$ cat src/rtl/spi_slave_pkg.sv
// Shared constants and types for the CPU-mapped SPI target (spi_slave_cpu).
package spi_slave_pkg;

  typedef logic [7:0] spi_frame_t;

  localparam int unsigned NumRegs = 4;

  // Register offsets, in units of the bus register stride
  localparam logic [1:0] RegData   = 2'd0;
  localparam logic [1:0] RegStatus = 2'd1;
  localparam logic [1:0] RegPop    = 2'd2;
  localparam logic [1:0] RegLevel  = 2'd3;

  // STATUS bit positions
  localparam int unsigned StRxNotEmpty = 0;
  localparam int unsigned StTxFull     = 1;
  localparam int unsigned StRxOverflow = 2;
  localparam int unsigned StTxUnderrun = 3;
  localparam int unsigned StTxOverflow = 4;
  localparam int unsigned StCsActive   = 5;

  typedef enum logic {
    BitIdle  = 1'b0,
    BitShift = 1'b1
  } bit_state_e;

  // MSB-first shift: new bit enters at the LSB
  function automatic spi_frame_t shift_in(input spi_frame_t cur, input logic b);
    return {cur[6:0], b};
  endfunction

endpackage

$ cat src/rtl/spi_slave_cpu_fifo.sv
// sync_fifo: single-clock FIFO, power-of-two depth, with occupancy count.
// Push on full and pop on empty are ignored; push+pop together keeps the count.
module sync_fifo #(
  parameter int unsigned Width = 8,
  parameter int unsigned Depth = 16,
  localparam int unsigned PtrW   = $clog2(Depth),
  localparam int unsigned CountW = $clog2(Depth + 1)
) (
  input  logic              clk_i,
  input  logic              reset_i,
  input  logic              push_i,
  input  logic [Width-1:0]  push_data_i,
  input  logic              pop_i,
  output logic [Width-1:0]  head_c,
  output logic              full_c,
  output logic              empty_c,
  output logic [CountW-1:0] count_o
);

  logic [Width-1:0] mem [Depth];
  logic [PtrW-1:0]  wr_ptr;
  logic [PtrW-1:0]  rd_ptr;
  logic             do_push;
  logic             do_pop;

  assign full_c  = (count_o == CountW'(Depth));
  assign empty_c = (count_o == '0);
  assign head_c  = mem[rd_ptr];
  assign do_push = push_i & ~full_c;
  assign do_pop  = pop_i & ~empty_c;

  // Storage write
  always_ff @(posedge clk_i) begin
    if (do_push) begin
      mem[wr_ptr] <= push_data_i;
    end
  end

  // Pointers and occupancy
  always_ff @(posedge clk_i) begin
    if (reset_i) begin
      wr_ptr  <= '0;
      rd_ptr  <= '0;
      count_o <= '0;
    end else begin
      if (do_push) wr_ptr <= wr_ptr + PtrW'(1);
      if (do_pop)  rd_ptr <= rd_ptr + PtrW'(1);
      case ({do_push, do_pop})
        2'b10:   count_o <= count_o + CountW'(1);
        2'b01:   count_o <= count_o - CountW'(1);
        default: count_o <= count_o;
      endcase
    end
  end

endmodule

$ cat src/rtl/spi_slave_cpu.sv
// spi_slave_cpu: SPI mode-0 target with CPU-visible RX/TX FIFOs.
// Optional interrupt output enabled by defining SPI_SLAVE_IRQ_EN.
module spi_slave_cpu
  import spi_slave_pkg::*;
#(
  parameter int unsigned             address_width   = 16,
  parameter int unsigned             data_width      = 8,
  parameter logic [address_width-1:0] BaseAddress    = address_width'(32'h9240),
  parameter int unsigned             Address_Wording = 4,
  parameter int unsigned             FifoDepth       = 16
) (
  input  logic                     clk_i,
  input  logic                     reset_i,
  input  logic [address_width-1:0] address_i,
  input  logic [data_width-1:0]    data_i,
  input  logic                     rd_wr_i,
  output logic [data_width-1:0]    data_o,
  input  logic                     spi_clk_i,
  input  logic                     spi_cs_ni,
  input  logic                     spi_mosi_i,
  output logic                     spi_miso_o
`ifdef SPI_SLAVE_IRQ_EN
  ,
  output logic                     irq_o
`endif
);

  localparam int unsigned CountW = $clog2(FifoDepth + 1);

  // Synchronizer stages; reset to 0 so a CS held low through reset is not
  // mistaken for a fresh assertion.
  logic sclk_meta, sclk_sync, sclk_prev;
  logic cs_meta, cs_sync, cs_prev;
  logic mosi_meta, mosi_sync;

  logic sclk_rise, sclk_fall, cs_fall, cs_on;

  bit_state_e state, state_next;
  logic [2:0] bit_cnt;
  spi_frame_t rx_shift, rx_next, tx_shift;

  logic frame_clr_c, rx_shift_en_c, byte_done_c, tx_load_c, tx_shift_en_c;

  // FIFO handshakes
  spi_frame_t        rx_head, tx_head;
  logic              rx_full, rx_empty, tx_full, tx_empty;
  logic              rx_push, rx_pop, tx_push, tx_pop;
  logic [CountW-1:0] rx_count, tx_count_unused;

  // CPU decode
  logic [31:0] rel_c;
  logic        hit_c;
  logic [1:0]  reg_idx_c;
  logic        wr_data_c, wr_status_c, wr_pop_c;
  spi_frame_t  status_c, level_c, rd_byte_c;
  logic [31:0] level_wide_c;

  logic rx_ovf, tx_unr, tx_ovf;
  logic rx_ovf_set, tx_unr_set, tx_ovf_set;

  // Pin synchronizers plus one history flop for edge detection
  always_ff @(posedge clk_i) begin
    if (reset_i) begin
      sclk_meta <= 1'b0; sclk_sync <= 1'b0; sclk_prev <= 1'b0;
      cs_meta   <= 1'b0; cs_sync   <= 1'b0; cs_prev   <= 1'b0;
      mosi_meta <= 1'b0; mosi_sync <= 1'b0;
    end else begin
      sclk_meta <= spi_clk_i;  sclk_sync <= sclk_meta; sclk_prev <= sclk_sync;
      cs_meta   <= spi_cs_ni;  cs_sync   <= cs_meta;   cs_prev   <= cs_sync;
      mosi_meta <= spi_mosi_i; mosi_sync <= mosi_meta;
    end
  end

  assign sclk_rise = sclk_sync & ~sclk_prev;
  assign sclk_fall = ~sclk_sync & sclk_prev;
  assign cs_fall   = cs_prev & ~cs_sync;
  assign cs_on     = ~cs_sync;
  assign rx_next   = shift_in(rx_shift, mosi_sync);

  // Bit FSM state register
  always_ff @(posedge clk_i) begin
    if (reset_i) state <= BitIdle;
    else         state <= state_next;
  end

  // Bit FSM next state: only a fresh CS assertion starts a frame
  always_comb begin
    state_next = state;
    case (state)
      BitIdle:  if (cs_fall) state_next = BitShift;
      BitShift: if (!cs_on)  state_next = BitIdle;
      default:  state_next = BitIdle;
    endcase
  end

  // Bit FSM outputs; the fall right after a byte load must not shift (bit_cnt is 0)
  always_comb begin
    frame_clr_c   = 1'b0;
    rx_shift_en_c = 1'b0;
    byte_done_c   = 1'b0;
    tx_load_c     = 1'b0;
    tx_shift_en_c = 1'b0;
    case (state)
      BitIdle: begin
        frame_clr_c = 1'b1;
        tx_load_c   = cs_fall;
      end
      BitShift: begin
        if (!cs_on) begin
          frame_clr_c = 1'b1;
        end else begin
          if (sclk_rise) begin
            rx_shift_en_c = 1'b1;
            if (bit_cnt == 3'd7) begin
              byte_done_c = 1'b1;
              tx_load_c   = 1'b1;
            end
          end
          if (sclk_fall && (bit_cnt != 3'd0)) tx_shift_en_c = 1'b1;
        end
      end
      default: frame_clr_c = 1'b1;
    endcase
  end

  // Shift registers and bit counter (counter wraps to 0 after the 8th bit)
  always_ff @(posedge clk_i) begin
    if (reset_i) begin
      bit_cnt  <= 3'd0;
      rx_shift <= '0;
      tx_shift <= '0;
    end else begin
      if (frame_clr_c) begin
        bit_cnt  <= 3'd0;
        rx_shift <= '0;
      end else if (rx_shift_en_c) begin
        bit_cnt  <= bit_cnt + 3'd1;
        rx_shift <= rx_next;
      end
      if (tx_load_c)          tx_shift <= tx_empty ? '0 : tx_head;
      else if (tx_shift_en_c) tx_shift <= {tx_shift[6:0], 1'b0};
    end
  end

  assign spi_miso_o = tx_shift[7];

  // Address window decode
  assign rel_c     = 32'(address_i) - 32'(BaseAddress);
  assign hit_c     = (rel_c < 32'(NumRegs * Address_Wording)) &&
                     ((rel_c % 32'(Address_Wording)) == 32'd0);
  assign reg_idx_c = 2'(rel_c / 32'(Address_Wording));

  assign wr_data_c   = rd_wr_i && hit_c && (reg_idx_c == RegData);
  assign wr_status_c = rd_wr_i && hit_c && (reg_idx_c == RegStatus);
  assign wr_pop_c    = rd_wr_i && hit_c && (reg_idx_c == RegPop);

  assign rx_push    = byte_done_c & ~rx_full;
  assign rx_ovf_set = byte_done_c & rx_full;
  assign rx_pop     = wr_pop_c & ~rx_empty;
  assign tx_push    = wr_data_c & ~tx_full;
  assign tx_ovf_set = wr_data_c & tx_full;
  assign tx_pop     = tx_load_c & ~tx_empty;
  assign tx_unr_set = tx_load_c & tx_empty;

  sync_fifo #(.Width(8), .Depth(FifoDepth)) u_rx_fifo (
    .clk_i       (clk_i),
    .reset_i     (reset_i),
    .push_i      (rx_push),
    .push_data_i (rx_next),
    .pop_i       (rx_pop),
    .head_c      (rx_head),
    .full_c      (rx_full),
    .empty_c     (rx_empty),
    .count_o     (rx_count)
  );

  sync_fifo #(.Width(8), .Depth(FifoDepth)) u_tx_fifo (
    .clk_i       (clk_i),
    .reset_i     (reset_i),
    .push_i      (tx_push),
    .push_data_i (8'(data_i)),
    .pop_i       (tx_pop),
    .head_c      (tx_head),
    .full_c      (tx_full),
    .empty_c     (tx_empty),
    .count_o     (tx_count_unused)
  );

  // Sticky error flags; a hardware set beats a same-cycle CPU clear
  always_ff @(posedge clk_i) begin
    if (reset_i) begin
      rx_ovf <= 1'b0;
      tx_unr <= 1'b0;
      tx_ovf <= 1'b0;
    end else begin
      rx_ovf <= rx_ovf_set | (rx_ovf & ~(wr_status_c & data_i[StRxOverflow]));
      tx_unr <= tx_unr_set | (tx_unr & ~(wr_status_c & data_i[StTxUnderrun]));
      tx_ovf <= tx_ovf_set | (tx_ovf & ~(wr_status_c & data_i[StTxOverflow]));
    end
  end

  // Read-side register views
  always_comb begin
    status_c               = '0;
    status_c[StRxNotEmpty] = ~rx_empty;
    status_c[StTxFull]     = tx_full;
    status_c[StRxOverflow] = rx_ovf;
    status_c[StTxUnderrun] = tx_unr;
    status_c[StTxOverflow] = tx_ovf;
    status_c[StCsActive]   = (state == BitShift);
    level_wide_c           = 32'(rx_count);
    level_c                = (level_wide_c > 32'd255) ? 8'hFF : 8'(level_wide_c);
  end

  // Read mux; unmapped and write-only offsets return 0
  always_comb begin
    rd_byte_c = '0;
    if (hit_c) begin
      case (reg_idx_c)
        RegData:   rd_byte_c = rx_head;
        RegStatus: rd_byte_c = status_c;
        RegLevel:  rd_byte_c = level_c;
        default:   rd_byte_c = '0;
      endcase
    end
  end

  // Registered read data, one cycle after the address
  always_ff @(posedge clk_i) begin
    if (reset_i) data_o <= '0;
    else         data_o <= data_width'(rd_byte_c);
  end

`ifdef SPI_SLAVE_IRQ_EN
  // Level interrupt: pending RX data or any sticky error
  always_ff @(posedge clk_i) begin
    if (reset_i) irq_o <= 1'b0;
    else         irq_o <= ~rx_empty | rx_ovf | tx_unr | tx_ovf;
  end
`endif

endmodule

$ cat config.mk
export PLATFORM = sky130hd
export DESIGN_NAME = spi_slave_cpu
export DESIGN_NICKNAME = d
export VERILOG_FILES = /design/src/rtl/spi_slave_pkg.sv /design/src/rtl/spi_slave_cpu_fifo.sv /design/src/rtl/spi_slave_cpu.sv
export SDC_FILE = /design/constraint.sdc
export NUM_CORES = 1
export LEC_CHECK = 0
export BUFFER_PORTS_ARGS = -buffer_cell sky130_fd_sc_hd__clkbuf_2
export CORE_ASPECT_RATIO = 1.2
export CORE_UTILIZATION = 67
export CTS_CLUSTER_DIAMETER = 100
export CTS_CLUSTER_SIZE = 24
export DETAILED_ROUTE_END_ITERATION = 10
export PLACE_DENSITY = 0.85
export SLEW_MARGIN = 20
export SYNTH_ARGS = -nofsm -noshare
export SYNTH_HDL_FRONTEND = slang
export SYNTH_HIERARCHICAL = 1
export SYNTH_SLANG_ARGS = --single-unit
$ cat constraint.sdc
create_clock -name clk_i -period 5.9 [get_ports clk_i]
set_clock_uncertainty 0.2 [all_clocks]
set_input_delay 1.18 -clock clk_i [delete_from_list [all_inputs] [get_ports clk_i]]
set_output_delay 1.18 -clock clk_i [all_outputs]
set_load 0.005 [all_outputs]
==> summary.md <==
| Metric | Value |
|---|---|
| Maximum clock rate | 245 MHz |
| GRT Total Usage | 27.8% |
| # rows | 56 |
| First-pass GRT wire length | 42,200 um |
| Worst Path Required | 6.14 ns |
| Critical Path Source | address_i[4] |
| Routed WL | 27,900 um |
| Post_cts resized | 0 |
| P_sw | approximately 0.00073 W |
| Clk_lat worst skew | 0.51 ns |
| Gate Count Post-Synth | 795 |
| Vias per Instance | approximately 6.7 |
| Clk pwr share | 32.3% |
| Cell type with the largest total area after synthesis | edfxtp_1 |
| # port buffers | 38 |
| Status | finished, final reports clean |
| Hold violation count in the final report | 0 |
| Wirelength per Cell | 25.6 um |
| H-tree levels | 1 |
| Clock sink count | roughly 330 |
| Non-Filler Instances | 1,088 |
| Share of cells above drive strength 1 | 13.3% |
| R2R Setup Slk | 1.88 ns |
| Synth Flop Type | edfxtp_1 |
| Worst-margin pin slew | 1.06 ns |
| Fin crit share | around 70% |
| Leak | slightly above 5 nW |
| # fillers | ~1,100 |
| Worst Setup End Kind | flip-flop |
| Net count, final | 866 |
| Most frequent cell after synthesis | edfxtp_1 |
| Seq/Total Area, Yosys | 67.3% |
| Synth async-reset ratio | 0% |
| Comb pwr share | 1.9% |
| TritonRoute pass-1 iters | 5 |
| Post-CTS Hold Fix Bufs | 0 |
| Sequential Power Share | between 60% and 70% |
| Critical path peak fanout | 12 |
| # diodes | 0 |
| Num ports | 39 |
| CP Launch Type | input port |
| Post-DRT Antenna Nets | 0 |
| Pwr Density | 262 nW/um2 |
| Crit path DAT | roughly 4.3 ns |
| HP Start | sclk_meta$_SDFF_PP0_ |
| Setup_tns | 0 ns |
| EDFF count, synth | 256 |
| CTS tree | yes |
| Top cells by count, synth | 256 x edfxtp_1, 72 x dfxtp_1, 63 x nor2_1 |
| P_int | 0.00305 W |
| Worst r2r src | sclk_sync$_SDFF_PP0_ |
| Syn_area_per_cell | ~17 um2 |
| Post-synthesis cell type count | 56 |
| Cts bufs inserted | 17 |
| Clock root buffer | clkbuf_16 |
| Minimum clock period | 4.08 ns |
| Initial core utilization | 68.9% |
| DP Wirelength | 18,500 um |
| Setup-failing EPs final | 0 |
| Synth area leaders | edfxtp_1 57%, mux4_1 11%, dfxtp_1 11%, mux4_2 4.0%, ha_1 1.8% |
| Number of antenna violations at the first check in global routing | 0 |
| Die X | roughly 130 um |
| Mapped Area | approximately 14,000 um2 |
| Setup bufs post-CTS | 0 |
| Initial drt markers | between 700 and 800 |
| Grt total ovfl | 0 |
| Ys Warns | 6 |
| Switching share of power | 19.3% |
| VDD IR max | ~0.00027 V |
| Area growth, synth to finish | 6.25% |
| Max-cap check violation count | 0 |
| Placed Instances | ~1,100 |
| GPL Wtd Cong | slightly above 0.8 |
| CP endpoint | u_rx_fifo/count_o[2]$_SDFFE_PP0P_ |
| DIE AREA | 20,800 um2 |
| CP Class | in2reg |
| Placeable Area | 19,700 um2 |
| Unrepaired setup endpoints after global routing | no |
| Clk buf depth | 3 |
| Post-Syn Nets | 844 |
| Clock-pin slew on the worst setup and hold paths | 0.10 ns |
| Vias | 7,307 |
| Worst reg-to-reg path cell count | 11 |
| Largest net degree at the start of global routing | 63 |
| Final routed DRC violation total | 0 |
| HP Class | reg2reg |
| Area share of the largest cell type after synthesis | 56.6% |
| Vias in the first global route | between 7,000 and 8,000 |
| Worst R2R End | u_rx_fifo/count_o[2]$_SDFFE_PP0P_ |
| Final Max Slew Viols | 0 |
| Yosys reg bits | 328 |
| Die H | 158 um |
| Relative slew slack | roughly 29% |
[sequential cells by signal (all words and copies together) (netlist names), 3 cells and up, named ones only]
name,cells
u_tx_fifo/wr_ptr,4
data_o,8
tx_shift,8
u_rx_fifo/wr_ptr,4
u_rx_fifo/rd_ptr,4
u_rx_fifo/mem,128
u_tx_fifo/rd_ptr,4
rx_shift,7
u_tx_fifo/mem,128
u_tx_fifo/count_o,5
u_rx_fifo/count_o,5
bit_cnt,3
[placed cells by master, fill, tap and decap left out, types with 13 or more instances in the layout]
cell type	count
edfxtp_1	256
dfxtp_1	72
nor2_1	63
mux4_1	56
nand2_1	43
clkbuf_2	38
a21oi_1	28
mux4_2	24
nand2b_1	19
ha_1	19
clkbuf_16	17
inv_1	14
xor2_1	14
nor2b_1	13
nor3_1	13
[worst min path at each step]
stage,slack (ns),depth (start not counted),to
2_1_floorplan,0.21,1,cs_sync$_SDFF_PP0_
3_3_place_gp,0.23,1,cs_sync$_SDFF_PP0_
3_5_place_dp,0.23,1,mosi_sync$_SDFF_PP0_
4_1_cts,0.26,1,sclk_sync$_SDFF_PP0_
5_1_grt,0.27,1,cs_sync$_SDFF_PP0_
6_report,0.25,1,sclk_sync$_SDFF_PP0_
[metrics by stage]
step / setup slack (ns) / power, W / area (um2) / util (%) / hold slack, ns
floorplan: 1.57 / 0.00258 / 13600 / - / 0.214
global placement: 1.32 / 0.00260 / 13900 / 70.7 / 0.230
detailed placement: 1.06 / 0.00261 / 13900 / 70.8 / 0.233
CTS: 1.50 / 0.00380 / 14400 / 73.2 / 0.255
global route: 1.62 / 0.00388 / 14400 / 73.3 / 0.268
finish: 1.82 / 0.00378 / 14400 / 73.3 / 0.251
[power by group through the flow]
stage,sequential (W),combinational (W),clock [W]
after CTS,0.00249,0.0000723,0.00124
after global routing,0.00249,0.0000801,0.00131
after detailed placement,0.00254,0.0000715,0
final,0.00249,0.0000733,0.00122
after global placement,0.00254,0.0000668,0
after floorplan,0.00253,0.0000451,0
[logic make-up (layout without fill, tap and decap cells)]
kind of cell | Yosys count | count (layout) | synth area share [%]
mux | 91 | 91 | 15.6
fa+ha+maj | 19 | 19 | 1.75
xor+xnor | 16 | 16 | 1.03
buf+inv | 62 | 94 | 2.32
flops | 328 | 328 | 67.3
simple gates | 199 | 199 | 7.69
compound gates | 80 | 80 | 4.32
[critical path, cell delays in order]
cell	delay [ns]
clkbuf_2	0.09
nor4_2	0.33
nand4_2	0.23
nor4b_2	0.64
o21ai_4	0.17
inv_1	0.09
ha_1	0.43
xor2_1	0.19
ha_1	0.22
nor3_1	0.10
or4_1	0.49
a21oi_1	0.16
[metal layers]
| layer | track usage, % | part of all wire [%] | up-vias |
|---|---|---|---|
| li1 | - | - | 3195 |
| met1 | 31.4 | 35 | 3685 |
| met2 | 53.6 | 56 | 338 |
| met3 | 2.75 | 5.2 | 89 |
| met4 | 12.5 | 4.5 | 0 |
| met5 | 0 | 0 | - |
[layout make-up]
class | instances | area (um2) | share of cell area (%)
sequential | 328 | 9130 | 63.3
multi-input combinational | 405 | 4160 | 28.8
clock buffer | 28 | 467 | 3.24
tap | 261 | 327 | 2.26
timing repair buffer | 49 | 273 | 1.89
inverter | 16 | 62.6 | 0.434
clock inverter | 1 | 8.76 | 0.0607
No activity file was read; power rests on OpenSTA's default activity.
